==> src/rtl/tjmono_direct_pkg.sv <==
//==============================================================================
// Module      : tjmono_direct_pkg
// Description : Shared hit-word layout and link state encoding for the
//               TJ-Monopix2 direct readout transmitter and receiver.
// Revision    : 1.0 - initial release
//==============================================================================
`default_nettype none

package tjmono_direct_pkg;

    // Hit word field widths
    localparam int COL_W = 6;
    localparam int ROW_W = 9;
    localparam int LE_W  = 6;
    localparam int TE_W  = 6;
    localparam int HIT_W = COL_W + ROW_W + LE_W + TE_W;

    // Serial order is MSB first: col, row, le, te
    typedef struct packed {
        logic [COL_W-1:0] col;
        logic [ROW_W-1:0] row;
        logic [LE_W-1:0]  le;
        logic [TE_W-1:0]  te;
    } hit_word_t;

    // Serialiser states
    typedef enum logic [0:0] {
        IDLE  = 1'b0,
        SHIFT = 1'b1
    } tx_state_t;

    // Assemble a hit word from its fields
    function automatic hit_word_t pack_hit(
        input logic [COL_W-1:0] col,
        input logic [ROW_W-1:0] row,
        input logic [LE_W-1:0]  le,
        input logic [TE_W-1:0]  te
    );
        hit_word_t w;
        w.col = col;
        w.row = row;
        w.le  = le;
        w.te  = te;
        return w;
    endfunction

endpackage

`default_nettype wire

==> src/rtl/tjmono_direct_tx_fifo.sv <==
//==============================================================================
// Module      : tjmono_direct_tx_fifo
// Description : Synchronous hit-word FIFO with circular pointers one bit wider
//               than the address, so full/empty fall out of the MSB compare.
//               DEPTH must be a power of two, at least 2.
// Revision    : 1.0 - initial release
//==============================================================================
`default_nettype none

module tjmono_direct_tx_fifo
    import tjmono_direct_pkg::*;
#(
    parameter int DEPTH = 16
) (
    input  logic                     clk,
    input  logic                     rst_n,
    input  logic                     push,
    input  hit_word_t                wr_data,
    input  logic                     pop,
    output hit_word_t                rd_data,
    output logic [$clog2(DEPTH):0]   count,
    output logic                     full,
    output logic                     empty
);

    localparam int AW = $clog2(DEPTH);

    logic [AW:0] r_wr_ptr;
    logic [AW:0] r_rd_ptr;
    hit_word_t   r_mem [DEPTH];

    // Pointer advance; reset empties the buffer
    always_ff @(posedge clk or negedge rst_n) begin
        if (!rst_n) begin
            r_wr_ptr <= '0;
            r_rd_ptr <= '0;
        end else begin
            if (push) r_wr_ptr <= r_wr_ptr + 1'b1;
            if (pop)  r_rd_ptr <= r_rd_ptr + 1'b1;
        end
    end

    // Storage write; contents need no reset since pointers define validity
    always_ff @(posedge clk) begin
        if (push) r_mem[r_wr_ptr[AW-1:0]] <= wr_data;
    end

    assign rd_data = r_mem[r_rd_ptr[AW-1:0]];
    assign count   = r_wr_ptr - r_rd_ptr;
    assign empty   = (r_wr_ptr == r_rd_ptr);
    assign full    = (r_wr_ptr[AW] != r_rd_ptr[AW]) &&
                     (r_wr_ptr[AW-1:0] == r_rd_ptr[AW-1:0]);

endmodule

`default_nettype wire

==> src/rtl/tjmono_direct_tx.sv <==
//==============================================================================
// Module      : tjmono_direct_tx
// Description : Chip-side transmitter for the TJ-Monopix2 direct link.
//               Buffers hits, raises TOKEN while any are pending and on each
//               READ serialises one 27-bit hit MSB-first on DATA.
// Revision    : 1.0 - initial release
//==============================================================================
`default_nettype none

module tjmono_direct_tx
    import tjmono_direct_pkg::*;
#(
    parameter int FIFO_DEPTH = 16,
    parameter int CNT_WIDTH  = 16
) (
    input  logic                 clk,
    input  logic                 rst_n,
    input  logic                 hit_valid,
    output logic                 hit_ready,
    input  logic [COL_W-1:0]     hit_col,
    input  logic [ROW_W-1:0]     hit_row,
    input  logic [LE_W-1:0]      hit_le,
    input  logic [TE_W-1:0]      hit_te,
    input  logic                 read,
    input  logic                 freeze,
    output logic                 token,
    output logic                 data,
    output logic                 busy,
    output logic [CNT_WIDTH-1:0] sent_cnt
);

    localparam int          AW      = $clog2(FIFO_DEPTH);
    localparam logic [AW:0] C_DEPTH = (AW+1)'(FIFO_DEPTH);
    localparam logic [4:0]  C_LAST  = 5'(HIT_W - 1);

    tx_state_t          r_state;
    tx_state_t          w_state_next;
    logic [HIT_W-1:0]   r_shift;
    logic [4:0]         r_bit_cnt;
    logic [CNT_WIDTH-1:0] r_sent_cnt;
    logic               r_hit_ready;
    logic               r_token;

    logic               w_push;
    logic               w_pop;
    logic               w_load;
    logic               w_done;
    logic               w_busy;
    logic               w_data;
    hit_word_t          w_wr_data;
    hit_word_t          w_rd_data;
    logic [AW:0]        w_count;
    logic [AW:0]        w_count_next;
    logic               w_full;
    logic               w_empty;

    // The full check is redundant with READY but guards the buffer outright
    assign w_push    = hit_valid && r_hit_ready && !w_full;
    assign w_pop     = w_load;
    assign w_wr_data = pack_hit(hit_col, hit_row, hit_le, hit_te);

    tjmono_direct_tx_fifo #(
        .DEPTH   (FIFO_DEPTH)
    ) u_fifo (
        .clk     (clk),
        .rst_n   (rst_n),
        .push    (w_push),
        .wr_data (w_wr_data),
        .pop     (w_pop),
        .rd_data (w_rd_data),
        .count   (w_count),
        .full    (w_full),
        .empty   (w_empty)
    );

    assign w_count_next = w_count + {{AW{1'b0}}, w_push} - {{AW{1'b0}}, w_pop};

    // READY and TOKEN look at the post-edge occupancy so they track the buffer
    // without a cycle of lag
    always_ff @(posedge clk or negedge rst_n) begin
        if (!rst_n) begin
            r_hit_ready <= 1'b0;
            r_token     <= 1'b0;
        end else begin
            r_hit_ready <= !freeze && (w_count_next < C_DEPTH);
            r_token     <= (w_count_next != '0);
        end
    end

    // Serialiser state register
    always_ff @(posedge clk or negedge rst_n) begin
        if (!rst_n) r_state <= IDLE;
        else        r_state <= w_state_next;
    end

    // Next state and outputs; a READ on the bit-0 cycle chains the next word
    // with no idle gap, any other READ during SHIFT is dropped
    always_comb begin
        w_state_next = r_state;
        w_load       = 1'b0;
        w_done       = 1'b0;
        w_busy       = 1'b0;
        w_data       = 1'b0;
        case (r_state)
            IDLE: begin
                if (read && !w_empty) begin
                    w_load       = 1'b1;
                    w_state_next = SHIFT;
                end
            end
            SHIFT: begin
                w_busy = 1'b1;
                w_data = r_shift[HIT_W-1];
                if (r_bit_cnt == '0) begin
                    w_done = 1'b1;
                    if (read && !w_empty) begin
                        w_load       = 1'b1;
                        w_state_next = SHIFT;
                    end else begin
                        w_state_next = IDLE;
                    end
                end
            end
            default: w_state_next = IDLE;
        endcase
    end

    // Shift register and bit counter; counter holds the index of the bit on DATA
    always_ff @(posedge clk or negedge rst_n) begin
        if (!rst_n) begin
            r_shift   <= '0;
            r_bit_cnt <= '0;
        end else if (w_load) begin
            r_shift   <= w_rd_data;
            r_bit_cnt <= C_LAST;
        end else if (w_busy && (r_bit_cnt != '0)) begin
            r_shift   <= {r_shift[HIT_W-2:0], 1'b0};
            r_bit_cnt <= r_bit_cnt - 1'b1;
        end
    end

    // Count words that completed their bit-0 cycle; wraps naturally
    always_ff @(posedge clk or negedge rst_n) begin
        if (!rst_n)      r_sent_cnt <= '0;
        else if (w_done) r_sent_cnt <= r_sent_cnt + 1'b1;
    end

    assign hit_ready = r_hit_ready;
    assign token     = r_token;
    assign data      = w_data;
    assign busy      = w_busy;
    assign sent_cnt  = r_sent_cnt;

endmodule

`default_nettype wire
==> config.mk <==
export PLATFORM = sky130hd
export DESIGN_NAME = tjmono_direct_tx
export DESIGN_NICKNAME = d
export VERILOG_FILES = /design/src/rtl/tjmono_direct_pkg.sv /design/src/rtl/tjmono_direct_tx_fifo.sv /design/src/rtl/tjmono_direct_tx.sv
export SDC_FILE = /design/constraint.sdc
export NUM_CORES = 1
export LEC_CHECK = 0
export ABC_AREA = 1
export CORE_UTILIZATION = 29
export DETAILED_ROUTE_END_ITERATION = 10
export DONT_BUFFER_PORTS = 1
export GPL_ROUTABILITY_DRIVEN = 0
export PLACE_DENSITY = 0.49
export SLEW_MARGIN = 30
export SYNTH_ARGS = -nofsm -noshare
export SYNTH_HDL_FRONTEND = slang
export SYNTH_HIERARCHICAL = 1
export SYNTH_SLANG_ARGS = --single-unit
==> constraint.sdc <==
create_clock -name clk -period 3.15 [get_ports clk]
set_input_delay 0.1575 -clock clk [delete_from_list [all_inputs] [get_ports clk]]
set_output_delay 0.1575 -clock clk [all_outputs]
set_load 0.005 [all_outputs]
After elaboration in Yosys (flattened, before gate mapping):

Memory sizes are Yosys's and may differ from the RTL's.
Index checks and enable logic that the tools add are counted.

* shift operators: 0
* bitwise operators: 1
* divide/modulo/power cells: 0
* mux-type cells: 15
* multiply operators: 0
* reductions and logical operators: 13
* equality and inequality tests: 3
* magnitude comparators: 1
* $add $sub $neg: 7

Operators by type and width (number)
* 27-bit two-way mux: 2
* 16-bit by 1-bit adder with 16-bit output (second input constant): 1
* 5-bit by 1-bit adder with 5-bit output (second input constant): 2
* 5-bit two-way mux: 2
* 5-bit nonzero test: 2
* 1-bit two-way mux: 9
* 1-bit logical AND: 6
* 5-bit by 1-bit adder with 5-bit output: 1
* 5-bit == test: 1
* 5-bit zero test: 1
* 5-bit less-than comparator (second input constant): 1
* 5-bit by 1-bit subtractor with 5-bit output: 1
* 5-bit by 1-bit subtractor with 5-bit output (second input constant): 1
* 5-bit subtractor: 1
* 4-bit == test: 1
* 1-bit case mux with 2 select lines: 2
* 1-bit zero test: 3
* 2-bit nonzero test: 1
* 1-bit != test: 1
* 1-bit NOT: 1

* RAM bits: 432
* latch bits: 0
* memory bits (read-only): 0
* memories: 1
* logic and storage cells: 49
* output and inout port bits: 20
* input bits: 32
* register bits after elaboration: 61

Memory list
* u_fifo.r_mem: depth 16, bits a word 27, read ports 1, clocked after memory_dff 0, wr ports 1, line tjmono_direct_tx_fifo.sv:30 `hit_word_t r_mem [DEPTH];`

Longest topological paths before layout:

* depth in word-level cells: 9
* depth in mapped cells: 19
* mapped depth without buffers: 16

By module:

Netlist, hierarchy kept.

By module, submodules not included
* tjmono_direct_tx_fifo: sequential area each 13222.7 sq um, instances 1, area each 19077.0 sq um, cells each 1822
* tjmono_direct_tx: sequential area each 1276.2 sq um, instances 1, area each 2698.8 sq um, cells each 339

Worst setup path before layout:

OpenSTA, ideal clock, no wires.

* kind: register to register
* start: reg u_fifo.r_rd_ptr[2]
* end: mem u_fifo/r_mem[15][0] in the netlist's numbering (enable)
* data required time: 2736 ps
* clock period less this slack: 3448 ps
* arrival time: 3034 ps
* path buffers: 3
* setup slack: -298 ps
* setup time: 414 ps
* stages on the path, launching flop included: 11
* cell sequence: dfrtp_1 -> inv_1 -> buf_2 -> buf_1 -> ha_1 -> nand4_1 -> nor2_1 -> nor2_1 -> buf_2 -> nand2_1 -> nor2_1

* word-level cells in the longest chain between the ends: 6

Ends and longest elaborated chain
* start: declaration: line tjmono_direct_tx_fifo.sv:29 `logic [AW:0] r_rd_ptr;`
* start signal: assignment: line tjmono_direct_tx_fifo.sv:39 `if (pop) r_rd_ptr <= r_rd_ptr + 1'b1;`
* 4-bit == test: line tjmono_direct_tx_fifo.sv:52 `(r_wr_ptr[AW-1:0] == r_rd_ptr[AW-1:0]);`
* 1-bit logical AND: line tjmono_direct_tx_fifo.sv:51 `assign full = (r_wr_ptr[AW] != r_rd_ptr[AW]) &&`
* named net w_full: line tjmono_direct_tx.sv:54 `logic w_full;`
* 1-bit zero test: line tjmono_direct_tx.sv:58 `assign w_push = hit_valid && r_hit_ready && !w_full;`
* 1-bit logical AND: line tjmono_direct_tx.sv:58
* named net w_push: line tjmono_direct_tx.sv:44 `logic w_push;`
* 1-bit two-way mux: line tjmono_direct_tx_fifo.sv:45 `if (push) r_mem[r_wr_ptr[AW-1:0]] <= wr_data;`
* 1-bit two-way mux (not written as such): line tjmono_direct_tx_fifo.sv:45
* end: declaration: line tjmono_direct_tx_fifo.sv:30

The timed path passes the listed nets, and every way through them passes these cells.

Final worst setup path:

* start: reg u_fifo.r_wr_ptr[2]
* end: reg r_token, in the netlist token

* word-level cells in the longest chain between the ends: 8
* elaborated cells between the ends (all ways): 14
* those cells by class: add/sub (3); eq/ne (2); mux (3); reduce/logical (6)

Ends and longest elaborated chain
* start: declaration: line tjmono_direct_tx_fifo.sv:28 `logic [AW:0] r_wr_ptr;`
* start signal: assignment: line tjmono_direct_tx_fifo.sv:38 `if (push) r_wr_ptr <= r_wr_ptr + 1'b1;`
* 5-bit == test (*): line tjmono_direct_tx_fifo.sv:50 `assign empty = (r_wr_ptr == r_rd_ptr);`
* named net w_empty: line tjmono_direct_tx.sv:55 `logic w_empty;`
* 1-bit zero test (*): line tjmono_direct_tx.sv:106, tjmono_direct_tx.sv:116
* 1-bit logical AND (*): line tjmono_direct_tx.sv:106, tjmono_direct_tx.sv:116
* 1-bit two-way mux (*): line tjmono_direct_tx.sv:106, tjmono_direct_tx.sv:116
* 1-bit two-way mux: line tjmono_direct_tx.sv:114 `if (r_bit_cnt == '0) begin`
* 1-bit case mux with 2 select lines (*): line tjmono_direct_tx.sv:104 `case (r_state)`
* 5-bit by 1-bit subtractor with 5-bit output (*): line tjmono_direct_tx.sv:76 `assign w_count_next = w_count + {{AW{1'b0}}, w_push} - {{AW{1'b0}}, w_pop};`
* 5-bit nonzero test (*): line tjmono_direct_tx.sv:86 `r_token <= (w_count_next != '0);`
* end signal: assignment: line tjmono_direct_tx.sv:86
* end: declaration: line tjmono_direct_tx.sv:42 `logic r_token;`

The timed path passes the listed nets; every way through them passes the cells marked *.
A chain may end at the register's enable or synchronous reset.

==> impl_metrics.toml <==
[sta]
finalCritPeriodShare = 0.915
worst_clock_skew_ns = 0.0199
fmax_mhz = 347
period_needed_ns = 2.88
slew_headroom = 0.356
finalSetupViolCount = 0
slew_viol_final = 0
worst_pin_slew_ns = 0.965
rsz0062_at_grt = "no"
finalHoldViolations = 0

[placement]
hpwlAfterDp_um = 29100
dpl_cell_area_mm2 = 0.0230
port_buffers = 0
place_inst = 3077

[power]
ir_drop_uv = 625
p_leak_nw = 10.6
p_per_area_mw_per_mm2 = 831
design_power_total_mw = 20.9

[global_route]
grt_usage = 0.146
grt_max_degree = 152
grt_pass1_vias = 14100
antenna_found_initial = 5
grt_pass1_wl_um = 85800
overflow = 0

[synth]
syn_nets = 2212
synth_cell_types = 29
syn_area_mm2 = 0.0218
yosysSeqAreaShare = 0.666
synth_cells = 2161
yosys_warnings = 6
ys_seq_elements = 493
synth_area_per_cell_um2 = 10.1

[cts]
cts_tree = "done"
worst_skew_pair.late_latency_ns = 0.59
clk_pin_slew_worst_paths_ns = 0.06
cts_root_buf = "clkbuf_16"
htreeDepth = 2
cts.path.max_buffers = 3
cts_buffers = 53
cts_resized = 0
cts_sinks = 493

[setup_path]
cp_num_buf_inv = 2
cp-start-kind = "register"
path_delay_family = "adder cells"
r2r_cells = 15
reg2reg_to = "token"
crit_path_max_fanout = 5
arrival_ns = 3.36
path_class = "register to register"
worst_path_most_repeated_cell = "ha_1"
slowest_delay_ns = 0.43
path_cells = "ha_1 -> nand4_1 -> nor2_1 -> nor2_1 -> nand2_4 -> inv_4 -> ha_1 -> inv_1 -> ha_1 -> fa_1 -> nand3_1 -> nand2_1 -> or2_2 -> nand2_1 -> nand3_1"
worst-path-stages = 15
end_kind = "register"
crit_start = "u_fifo/r_wr_ptr[2]"
cp_slowest_cell = "dfrtp_1"
reg2reg_from = "u_fifo/r_wr_ptr[2]"
reg2reg_slack_ns = 0.27
critical_path_required_ns = 3.62
critPathCapture = "token"

[run]
maxCapViolCount = 0

[drt]
wl_per_cell_um = 17.3
drtAntennaViolNets = 0
drt_iter0_drc = 1051
dr.pass1.iters = 5
vias = 14500
drcViolationCount = 0
drt-total-wl_um = 55700
routed_via_density = 4.51

[layout]
final_layout_size_suffix_gt1_frac = 0.0710
fillerInstances = 7529
fin_nets = 2245
stdcell_count = 3211
area_growth_pct = 15.3
final_util = 0.338
final_cell_area_mm2 = 0.0251

[floorplanning]
die_area_mm2 = 0.0762
core_area_mm2 = 0.0743
start_util = 0.293
fp.dieH_um = 276
die-width_um = 276
ios = 52
rows = 100

[status]
status = "complete, no violations"

[worst_hold_path]
holdCritPathClass = "input port to async pin"
-- cells in the mapped netlist --
cell,number,area [um^2]
inv_2,2,7.51
o21ai_1,4,20.0
clkinv_1,1,3.75
clkbuf_1,21,78.8
nor3_2,1,10.0
nand2_4,1,11.3
inv_4,1,6.26
nand4_1,10,62.6
nor2_4,2,22.5
xnor2_1,6,52.6
or2_2,1,6.26
nand2_2,1,6.26
fa_1,2,40.0
nor3_1,3,15.0
buf_2,59,295
buf_4,10,75.1
ha_1,17,213
dfrtp_1,61,1530
a21oi_1,5,25.0
inv_1,362,1360
nor2_1,36,135
o21ai_0,5,25.0
nor2_2,1,6.26
nand3_1,394,1970
buf_6,4,45.0
nand2_1,694,2610
buf_1,8,30.0
edfxtp_1,432,13000
xor2_1,17,149
-- report_power, final --
part           switching (mW)  internal, mW  total (mW)  leakage (nW)
combinational            4.73          2.13        6.86          5.12
clock                    2.52          3.68        6.19         0.858
sequential              0.239          7.57        7.81          4.65
-- through the flow --
stage,setup WS (ns),hold slack (ns),TNS (ns)
6_report,0.267,0.124,0
5_1_grt,0.0556,0.134,0
4_1_cts,0.269,0.102,0
3_5_place_dp,0.276,-0.133,0
3_3_place_gp,0.225,-0.133,0
2_1_floorplan,-0.137,-0.138,-36.71
-- kinds of logic (layout without fill, tap and decap cells) --
kind of cell             count (synthesis)  count (layout)  synth area share
AO/OA/AOI/OAI                           14              14           0.00322
flip-flops                             493             493             0.666
XOR/XNOR                                23              23           0.00925
buffers and inverters                  468             546            0.0873
adder cells (fa/ha/maj)                 19              19            0.0116
AND/OR/NAND/NOR                       1144            1144             0.223
other                                    0               3                 0
-- registers in the layout, summed over array words and instances (netlist names) --
signal           cells
r_state              1
r_shift             27
token                1
sent_cnt            16
u_fifo/r_rd_ptr      5
r_bit_cnt            5
u_fifo/r_mem       432
hit_ready            1
u_fifo/r_wr_ptr      5
-- worst register-to-register path, cell delays in order (launching register included) --
cell	delay, ns
dfrtp_1	0.43
ha_1	0.39
nand4_1	0.15
nor2_1	0.12
nor2_1	0.07
nand2_4	0.08
inv_4	0.03
ha_1	0.26
inv_1	0.04
ha_1	0.20
fa_1	0.41
nand3_1	0.10
nand2_1	0.06
or2_2	0.28
nand2_1	0.07
nand3_1	0.06
-- cell type report --
cell class | count | area (um^2) | share of cell area
Sequential cell | 493 | 14500 | 0.578
Multi-Input combinational cell | 1200 | 5500 | 0.219
Clock buffer | 75 | 1520 | 0.0606
Inverter | 366 | 1380 | 0.0551
Tap cell | 969 | 1210 | 0.0483
Timing Repair Buffer | 80 | 749 | 0.0299
Clock inverter | 25 | 224 | 0.00892
Antenna cell | 3 | 7.51 | 0.000299
-- how the worst min path moves through the flow --
stage | cells past startpoint | from | to
2_1_floorplan | 0 | rst_n | hit_ready
3_3_place_gp | 0 | rst_n | hit_ready
3_5_place_dp | 0 | rst_n | hit_ready
4_1_cts | 2 | rst_n | hit_ready
5_1_grt | 2 | rst_n | token
6_report | 2 | rst_n | hit_ready
-- layer usage --
| layer | track usage | routed length (um) |
|---|---|---|
| met1 | 0.192 | 25200 |
| met2 | 0.251 | 27100 |
| met3 | 0.0226 | 2370 |
| met4 | 0.0365 | 999 |
| met5 | 0 | 13 |
-- cells in the final DEF, fill, tap and decap left out, types with 9 or more instances in the layout --
cell type      instances
clkbuf_16             55
nand2_1              694
clkinv_1              10
inv_1                360
dfrtp_1               58
clkbuf_1              13
xor2_1                17
nor2_4                18
edfxtp_1             432
buf_4                 44
clkinv_2               9
nand4_1               10
dlygate4sd3_1         30
nor2_1                20
ha_1                  17
nand3_1              394
-- timing repair --
item                      4_1_cts  5_1_grt
hold endpoints to repair      495        0
setup buffers                   0        0
hold buffers                   31        0
Note: power is estimated with default switching activity, not from simulation.
